`src/rtl/bram_word_ctrl_pkg.sv`:
```
// Shared types, constants and helpers for the 32-bit word controller that
// fronts one 256x16 iCE40 block RAM.
package bram_word_ctrl_pkg;

    localparam int          HALF_W    = 16;
    localparam int          BRAM_AW   = 8;
    localparam logic [15:0] MASK_NONE = 16'hFFFF;

    // Controller state encoding (plain constants so older tools and
    // checkers can decode the debug state bus directly).
    typedef logic [2:0] state_t;
    localparam state_t ST_IDLE   = 3'd0;
    localparam state_t ST_WR_LO  = 3'd1;
    localparam state_t ST_WR_HI  = 3'd2;
    localparam state_t ST_RD_LO  = 3'd3;
    localparam state_t ST_RD_HI  = 3'd4;
    localparam state_t ST_RD_CAP = 3'd5;
    localparam state_t ST_DONE   = 3'd6;

    // Two byte enables of one 16-bit half -> BRAM active-low bit mask.
    function automatic logic [HALF_W-1:0] be2mask(input logic [1:0] be);
        return ~{{8{be[1]}}, {8{be[0]}}};
    endfunction

endpackage

```
`src/rtl/bram_word_ctrl_if.sv`:
```
// Word request/response port between the sail-core data path (master)
// and the block RAM controller (slave).
//
// Handshake: a request transfers on a clock edge where req_valid and
// req_ready are both 1; the requester holds req_valid and the request
// fields stable until then. rsp_valid is a single-cycle pulse with no
// back-pressure; rsp_rdata holds until the next read completes.
interface bram_word_ctrl_if #(
    parameter int WORD_AW = 7
) ();
    logic               req_valid;
    logic               req_ready;
    logic               req_we;
    logic [WORD_AW-1:0] req_addr;
    logic [31:0]        req_wdata;
    logic [3:0]         req_be;
    logic               rsp_valid;
    logic [31:0]        rsp_rdata;

    modport master (
        output req_valid, req_we, req_addr, req_wdata, req_be,
        input  req_ready, rsp_valid, rsp_rdata
    );

    modport slave (
        input  req_valid, req_we, req_addr, req_wdata, req_be,
        output req_ready, rsp_valid, rsp_rdata
    );
endinterface

```
`src/rtl/bram_word_ctrl.sv`:
```
// bram_word_ctrl: splits each 32-bit word access into two 16-bit accesses
// of an SB_RAM40_4K (mode 0), low half at 2*idx, high half at 2*idx+1.
// All BRAM-facing outputs are registered; the 1-cycle read latency is
// hidden behind the RD_CAP state.
// Optional build macro: BRAM_WORD_CTRL_SKIP_EMPTY_EN skips write halves
// whose two byte enables are both clear.
module bram_word_ctrl
    import bram_word_ctrl_pkg::*;
#(
    parameter int WORD_AW = 7,
    parameter bit WR_ACK  = 1'b1
) (
    input  logic                clk,
    input  logic                rst,
    bram_word_ctrl_if.slave     bus,
    output logic [BRAM_AW-1:0]  ram_waddr,
    output logic [HALF_W-1:0]   ram_wdata,
    output logic [HALF_W-1:0]   ram_mask,
    output logic                ram_we,
    output logic [BRAM_AW-1:0]  ram_raddr,
    output logic                ram_re,
    input  logic [HALF_W-1:0]   ram_rdata,
    output state_t              dbg_state
);

    state_t             state;
    state_t             nxt_state;
    logic               we_q;
    logic [WORD_AW-1:0] addr_q;
    logic [31:0]        wdata_q;
    logic [3:0]         be_q;
    logic [HALF_W-1:0]  lo_q;

    // Request fields as seen this cycle: live inputs while idle, latched copy otherwise.
    logic               cur_we;
    logic [WORD_AW-1:0] cur_addr;
    logic [31:0]        cur_wdata;
    logic [3:0]         cur_be;

    logic               nxt_we;
    logic               nxt_re;
    logic               nxt_hi;

    assign bus.req_ready = (state == ST_IDLE);
    assign dbg_state     = state;

    // Next-state decode and the request view that feeds the registered BRAM outputs.
    always_comb begin
        cur_we    = we_q;
        cur_addr  = addr_q;
        cur_wdata = wdata_q;
        cur_be    = be_q;
        if (state == ST_IDLE) begin
            cur_we    = bus.req_we;
            cur_addr  = bus.req_addr;
            cur_wdata = bus.req_wdata;
            cur_be    = bus.req_be;
        end

        nxt_state = state;
        case (state)
            ST_IDLE: begin
                if (bus.req_valid) begin
                    if (bus.req_we) begin
`ifdef BRAM_WORD_CTRL_SKIP_EMPTY_EN
                        if (bus.req_be[1:0] != 2'b00)
                            nxt_state = ST_WR_LO;
                        else if (bus.req_be[3:2] != 2'b00)
                            nxt_state = ST_WR_HI;
                        else
                            nxt_state = ST_DONE;
`else
                        nxt_state = ST_WR_LO;
`endif
                    end else begin
                        nxt_state = ST_RD_LO;
                    end
                end
            end
            ST_WR_LO: begin
`ifdef BRAM_WORD_CTRL_SKIP_EMPTY_EN
                nxt_state = (be_q[3:2] != 2'b00) ? ST_WR_HI : ST_DONE;
`else
                nxt_state = ST_WR_HI;
`endif
            end
            ST_WR_HI:  nxt_state = ST_DONE;
            ST_RD_LO:  nxt_state = ST_RD_HI;
            ST_RD_HI:  nxt_state = ST_RD_CAP;
            ST_RD_CAP: nxt_state = ST_DONE;
            ST_DONE:   nxt_state = ST_IDLE;
            default:   nxt_state = ST_IDLE;
        endcase

        nxt_we = (nxt_state == ST_WR_LO) || (nxt_state == ST_WR_HI);
        nxt_re = (nxt_state == ST_RD_LO) || (nxt_state == ST_RD_HI);
        nxt_hi = (nxt_state == ST_WR_HI) || (nxt_state == ST_RD_HI);
    end

    // State register and registered BRAM strobes/addresses/data for the coming state.
    always_ff @(posedge clk or posedge rst) begin
        if (rst) begin
            state         <= ST_IDLE;
            ram_we        <= 1'b0;
            ram_waddr     <= '0;
            ram_wdata     <= '0;
            ram_mask      <= MASK_NONE;
            ram_re        <= 1'b0;
            ram_raddr     <= '0;
            bus.rsp_valid <= 1'b0;
        end else begin
            state     <= nxt_state;
            ram_we    <= nxt_we;
            ram_waddr <= nxt_we ? {cur_addr, nxt_hi} : '0;
            ram_wdata <= !nxt_we ? '0 : (nxt_hi ? cur_wdata[31:16] : cur_wdata[15:0]);
            ram_mask  <= !nxt_we ? MASK_NONE
                                 : (nxt_hi ? be2mask(cur_be[3:2]) : be2mask(cur_be[1:0]));
            ram_re    <= nxt_re;
            ram_raddr <= nxt_re ? {cur_addr, nxt_hi} : '0;
            // Silent writes still spend the DONE cycle, just without the pulse.
            bus.rsp_valid <= (nxt_state == ST_DONE) && (!cur_we || WR_ACK);
        end
    end

    // Latch the request on acceptance so the requester's fields are free afterwards.
    always_ff @(posedge clk or posedge rst) begin
        if (rst) begin
            we_q    <= 1'b0;
            addr_q  <= '0;
            wdata_q <= '0;
            be_q    <= '0;
        end else if (state == ST_IDLE && bus.req_valid) begin
            we_q    <= bus.req_we;
            addr_q  <= bus.req_addr;
            wdata_q <= bus.req_wdata;
            be_q    <= bus.req_be;
        end
    end

    // Assemble read data: low half arrives during RD_HI, high half during RD_CAP.
    always_ff @(posedge clk or posedge rst) begin
        if (rst) begin
            lo_q          <= '0;
            bus.rsp_rdata <= '0;
        end else begin
            if (state == ST_RD_HI)
                lo_q <= ram_rdata;
            if (state == ST_RD_CAP)
                bus.rsp_rdata <= {ram_rdata, lo_q};
        end
    end

endmodule

```
`src/flat_wrapper.sv`:
```
// flat-port wrapper written by rule: the top's interface ports become plain ports
module bram_word_ctrl_flat import bram_word_ctrl_pkg::*;
#(
    parameter int WORD_AW = 7,
    parameter bit WR_ACK  = 1'b1
)
  (clk, rst, ram_waddr, ram_wdata, ram_mask, ram_we, ram_raddr, ram_re, ram_rdata, dbg_state, bus_req_valid, bus_req_we, bus_req_addr, bus_req_wdata, bus_req_be, bus_req_ready, bus_rsp_valid, bus_rsp_rdata);
  bram_word_ctrl_if #(.WORD_AW(WORD_AW)) bus_i ();
  input  logic clk;
  input  logic rst;
  output logic [BRAM_AW-1:0] ram_waddr;
  output logic [HALF_W-1:0] ram_wdata;
  output logic [HALF_W-1:0] ram_mask;
  output logic ram_we;
  output logic [BRAM_AW-1:0] ram_raddr;
  output logic ram_re;
  input  logic [HALF_W-1:0] ram_rdata;
  output state_t dbg_state;
  input wire logic [$bits(bus_i.req_valid)-1:0] bus_req_valid;
  input wire logic [$bits(bus_i.req_we)-1:0] bus_req_we;
  input wire logic [$bits(bus_i.req_addr)-1:0] bus_req_addr;
  input wire logic [$bits(bus_i.req_wdata)-1:0] bus_req_wdata;
  input wire logic [$bits(bus_i.req_be)-1:0] bus_req_be;
  output wire logic [$bits(bus_i.req_ready)-1:0] bus_req_ready;
  output wire logic [$bits(bus_i.rsp_valid)-1:0] bus_rsp_valid;
  output wire logic [$bits(bus_i.rsp_rdata)-1:0] bus_rsp_rdata;
  assign bus_i.req_valid = bus_req_valid;
  assign bus_i.req_we = bus_req_we;
  assign bus_i.req_addr = bus_req_addr;
  assign bus_i.req_wdata = bus_req_wdata;
  assign bus_i.req_be = bus_req_be;
  assign bus_req_ready = bus_i.req_ready;
  assign bus_rsp_valid = bus_i.rsp_valid;
  assign bus_rsp_rdata = bus_i.rsp_rdata;
  bram_word_ctrl #(.WORD_AW(WORD_AW), .WR_ACK(WR_ACK)) u_core (.clk(clk), .rst(rst), .bus(bus_i), .ram_waddr(ram_waddr), .ram_wdata(ram_wdata), .ram_mask(ram_mask), .ram_we(ram_we), .ram_raddr(ram_raddr), .ram_re(ram_re), .ram_rdata(ram_rdata), .dbg_state(dbg_state));
endmodule
```
`config.mk`:
```
export PLATFORM = sky130hd
export DESIGN_NAME = bram_word_ctrl_flat
export DESIGN_NICKNAME = d
export VERILOG_FILES = /design/src/rtl/bram_word_ctrl_pkg.sv /design/src/rtl/bram_word_ctrl_if.sv /design/src/rtl/bram_word_ctrl.sv /design/src/flat_wrapper.sv
export SDC_FILE = /design/constraint.sdc
export NUM_CORES = 1
export LEC_CHECK = 0
export ABC_AREA = 1
export CORE_ASPECT_RATIO = 2
export CORE_MARGIN = 4
export CORE_UTILIZATION = 43
export DETAILED_ROUTE_END_ITERATION = 6
export PLACE_DENSITY = 0.81
export SLEW_MARGIN = 15
export SYNTH_ARGS = -nofsm -noshare
export SYNTH_HDL_FRONTEND = slang
export SYNTH_SLANG_ARGS = --single-unit
```
`constraint.sdc`:
```
create_clock -name clk -period 4.05 [get_ports clk]
set_input_delay 0.81 -clock clk [delete_from_list [all_inputs] [get_ports clk]]
set_output_delay 0.81 -clock clk [all_outputs]
set_load 0.03 [all_outputs]
```
Word-level counts from Yosys, hierarchy flattened
Index checks and enable logic that the tools add are counted.

storage, ports and cells
  input port bits = 63
  output and inout bits = 87
  bits in registers = 145
  word-level logic and storage cells = 43

operators by class
  equal/unequal tests = 10
  muxes and demuxes = 12
  bitwise logic cells = 2
  reductions and logical operators = 6

operator list
  cell                                            number
  2-to-1 mux 16 bit                               4
  2-to-1 mux 32 bit                               1
  NOT 16 bit                                      2
  2-to-1 mux 8 bit                                2
  one-hot mux 3 bit (5 select lines)              1
  == test 3 x 2 -> 1 bit (second input constant)  4
  == test 3 bit (second input constant)           4
  2-to-1 mux 7 bit                                1
  == test 3 x 1 -> 1 bit (second input constant)  2
  2-to-1 mux 4 bit                                1
  zero test 3 bit                                 1
  logical OR 1 bit                                3
  2-to-1 mux 3 bit                                1
  2-to-1 mux 2 bit                                1
  OR reduction 2 bit                              1
  logical AND 1 bit                               1

Longest topological paths before layout
  word-level depth = 7
  mapped depth = 8
  depth with buffers taken out = 6

Worst setup path after synthesis
Ideal clock, no wire load.

  path type = reg-to-output
  start = register u_core.state[0] (netlist: u_core.dbg_state[0])
  end = output bus_req_ready
  cell stages (with the launch flop) = 5
  data required time = 3.240 ns
  path slack = 2.096 ns
  path buffers = 1
  data arrival time = 1.144 ns
  path through = dfrtp_1 > nor2_2 > nand2_4 > inv_2 > buf_4

between the ends
  cells in the longest elaborated chain, start to end = 1

RTL lines
  element                 line                   text
  from (decl)             bram_word_ctrl.sv:26   state_t state;
  from (signal assigned)  bram_word_ctrl.sv:112  state <= nxt_state;
  zero test 3 bit         bram_word_ctrl.sv:44   assign bus.req_ready = (state == ST_IDLE);
  to (decl)               flat_wrapper.sv:24     output wire logic [$bits(bus_i.req_ready)-1:0] bus_req_ready;

Every way passes these cells.

Final worst setup path
Same ends and word-level chain as after synthesis.

==> reports/summary.txt <==
status -> finished clean
vias in the first global route -> 4563
Area growth syn-to-layout -> 37.81%
CTS clk-pin slew, worst paths -> 0.06 ns
most common cell after layout, fill and taps aside -> clkdlybuf4s50_1
WL per Instance -> 15.47 um
CP startpoint kind -> register
# DRC -> 0
share of post-route cells with drive strength above 1 -> 0.08877
gpl congestion -> 0.7982
global-route wire length before repair -> 22.44 mm
Yosys cell types -> 19
core box area -> 0.01227 mm^2
CTS resizes -> 0
max-slew violation count -> 0
fmax -> 0.2905 GHz
total grt overflow -> 0
FF-to-FF path depth -> 6
DRT Wirelength -> 13.42 mm
Die H -> 166.5 um
nets -> 771
hpwl dp -> 9.487 mm
Initial Utilization -> 0.4405
worst-skew pair later-pin latency -> 0.41 ns
Vias -> 4359
DRT Pass-1 Iters -> 5
Max IR drop VDD -> 0.4818 mV
largest net degree at the start of global routing -> 120
Die Wd -> 87.27 um
initial DRC count -> 440
Total GRT Usage -> 0.1958
Cell Area, Synth -> 0.005404 mm^2
crit end category -> output port
Syn Inst Count -> 583
max_cap viols -> 0
Final Critical Period -> 3.442 ns
Ports -> 150
CP max FO -> 55
clock root buffer -> clkbuf_16
syn nets -> 646
Post-CTS Setup Inserts -> 0
area leader, netlist -> dfrtp_1
# rows -> 57
Slew headroom -> 0.3283
total clock buffers created by CTS -> 17
fill count -> 1020
vias per std cell -> 5.022
Buffers on Ports -> 149
sequential share of the synthesized area -> 0.6071
setup TNS -> 0 ns
worst min path class -> register to register
Fin. Hold Viols -> 0
Finished Core Util -> 0.6071
Setup-failing EPs final -> 0
Setup WS pre-CTS -> 1.046 ns
n_diodes -> 0
Synth Area per Inst -> 9.269 um^2
CTS sink cnt -> 131
CTS tree -> built
WHS Path Cells -> 2
Yosys reg bits -> 131
Primary FF master, synth -> dfrtp_1
largest cells by area after synthesis -> dfrtp_1, nand2_1, o21ai_0
most frequent cells in the layout -> clkdlybuf4s50_1, nand2_1, dfrtp_1
skew final -> 0.008449 ns
leakage power -> 3.500 nW
post-synth top area share -> 0.5974
Die ar. -> 0.01453 mm^2
Crit Path Category -> register to output port
CTS H-tree depth -> 4
asr flop ratio synth -> 1.000
Worst-Margin Slew -> 1.006 ns
CP arrival -> 2.63 ns
Final WS setup -> 0.6076 ns
initial antenna violation count -> 0
RSZ-0062 raised after global routing -> false
YS warnings -> 0
worst endpoint required time -> 3.24 ns
Post-CTS Hold Buffers -> 0
Power Density -> 914.9 mW/mm^2
Post-synth EDFFs -> 0
CTS Buffer Depth -> 2
Final ANT Viol Nets -> 0
crit share post-route -> 0.8500
[layout make-up]
class	instances	area [um^2]	share of cell area
timing repair buffer	152	1526	0.2050
tap	147	183.9	0.02470
sequential	131	3281	0.4405
multi-input combinational	357	1665	0.2236
clock inverter	15	177.7	0.02386
clock buffer	17	425.4	0.05712
inverter	49	187.7	0.02520
[power breakdown]
part	internal [W]	leakage [nW]	switching, W
combinational	0.00115	1.55	0.00188
sequential	0.00191	1.65	0.000316
clock	0.000972	0.294	0.000583
total	0.00403	3.50	0.00278
[critical path: stages, from the launching register on]
cell and delay, ns:
dfrtp_1 0.46, nor2_2 0.13, buf_4 0.23, nand2_4 0.33
inv_2 0.34, clkdlybuf4s50_1 0.73
[synth_stat cells (2+ instances only)]
master / n
buf_6: 3
nor2_1: 51
nor2_2: 2
clkbuf_1: 12
nand3_1: 43
dfstp_2: 2
inv_2: 5
mux2_2: 16
dfrtp_1: 129
o21ai_1: 16
buf_2: 13
inv_1: 44
nand2_1: 142
buf_4: 18
o21ai_0: 83
[through the flow]
| stage | hold WS [ns] | power, W | cell area [um^2] | cells |
|---|---|---|---|---|
| 5_1_grt | 0.5114 | 0.007256 | 7447 | 868 |
| 4_1_cts | 0.4841 | 0.006862 | 7447 | 868 |
| 6_report | 0.4757 | 0.006814 | 7447 | 868 |
| 3_3_place_gp | 0.4617 | 0.005153 | 6844 | 836 |
| 3_5_place_dp | 0.4698 | 0.005271 | 6844 | 836 |
| 2_1_floorplan | 0.4479 | 0.004227 | 5408 | 583 |
[cells by family after synthesis]
logic type | share of synthesized area
and+or+nand+nor | 0.1808
DFF | 0.6071
AOI/OAI and AO/OA | 0.09308
buffers and inverters | 0.08567
muxes | 0.03334
[final timing paths]
| check | slack, ns | start | endpoint |
|---|---|---|---|
| hold reg to reg | 0.48 | u_core.lo_q[9] | u_core.lo_q[9] |
| hold / removal | 0.48 | u_core.lo_q[9] | u_core.lo_q[9] |
| setup reg to reg | 1.68 | u_core.dbg_state[0] | u_core.wdata_q[1] |
| min in group asynchronous | 0.71 | rst | u_core.bus.rsp_rdata[18] |
| max in group asynchronous | 2.43 | rst | u_core.wdata_q[25] |
| setup / recovery | 0.61 | u_core.dbg_state[0] | bus_req_ready |
[state kept, by name, summed over array words and instances (netlist names), 3 cells and up]
register              cells
u_core.addr_q             7
u_core.be_q               4
u_core.bus.rsp_rdata     32
u_core.dbg_state          3
u_core.lo_q              16
u_core.ram_raddr          8
u_core.ram_waddr          8
u_core.ram_wdata         16
u_core.wdata_q           32
[per-layer routing]
| layer | global-route usage | share of wire | routed length (um) | vias up |
|---|---|---|---|---|
| li1 | - | - | - | 2091 |
| met1 | 0.2102 | 0.35 | 4656 | 2066 |
| met2 | 0.3377 | 0.54 | 7295 | 163 |
| met3 | 0.05289 | 0.065 | 876 | 39 |
| met4 | 0.1069 | 0.044 | 596 | 0 |
| met5 | 0 | 0 | 0 | - |
No activity file was read; power rests on OpenSTA's default activity.
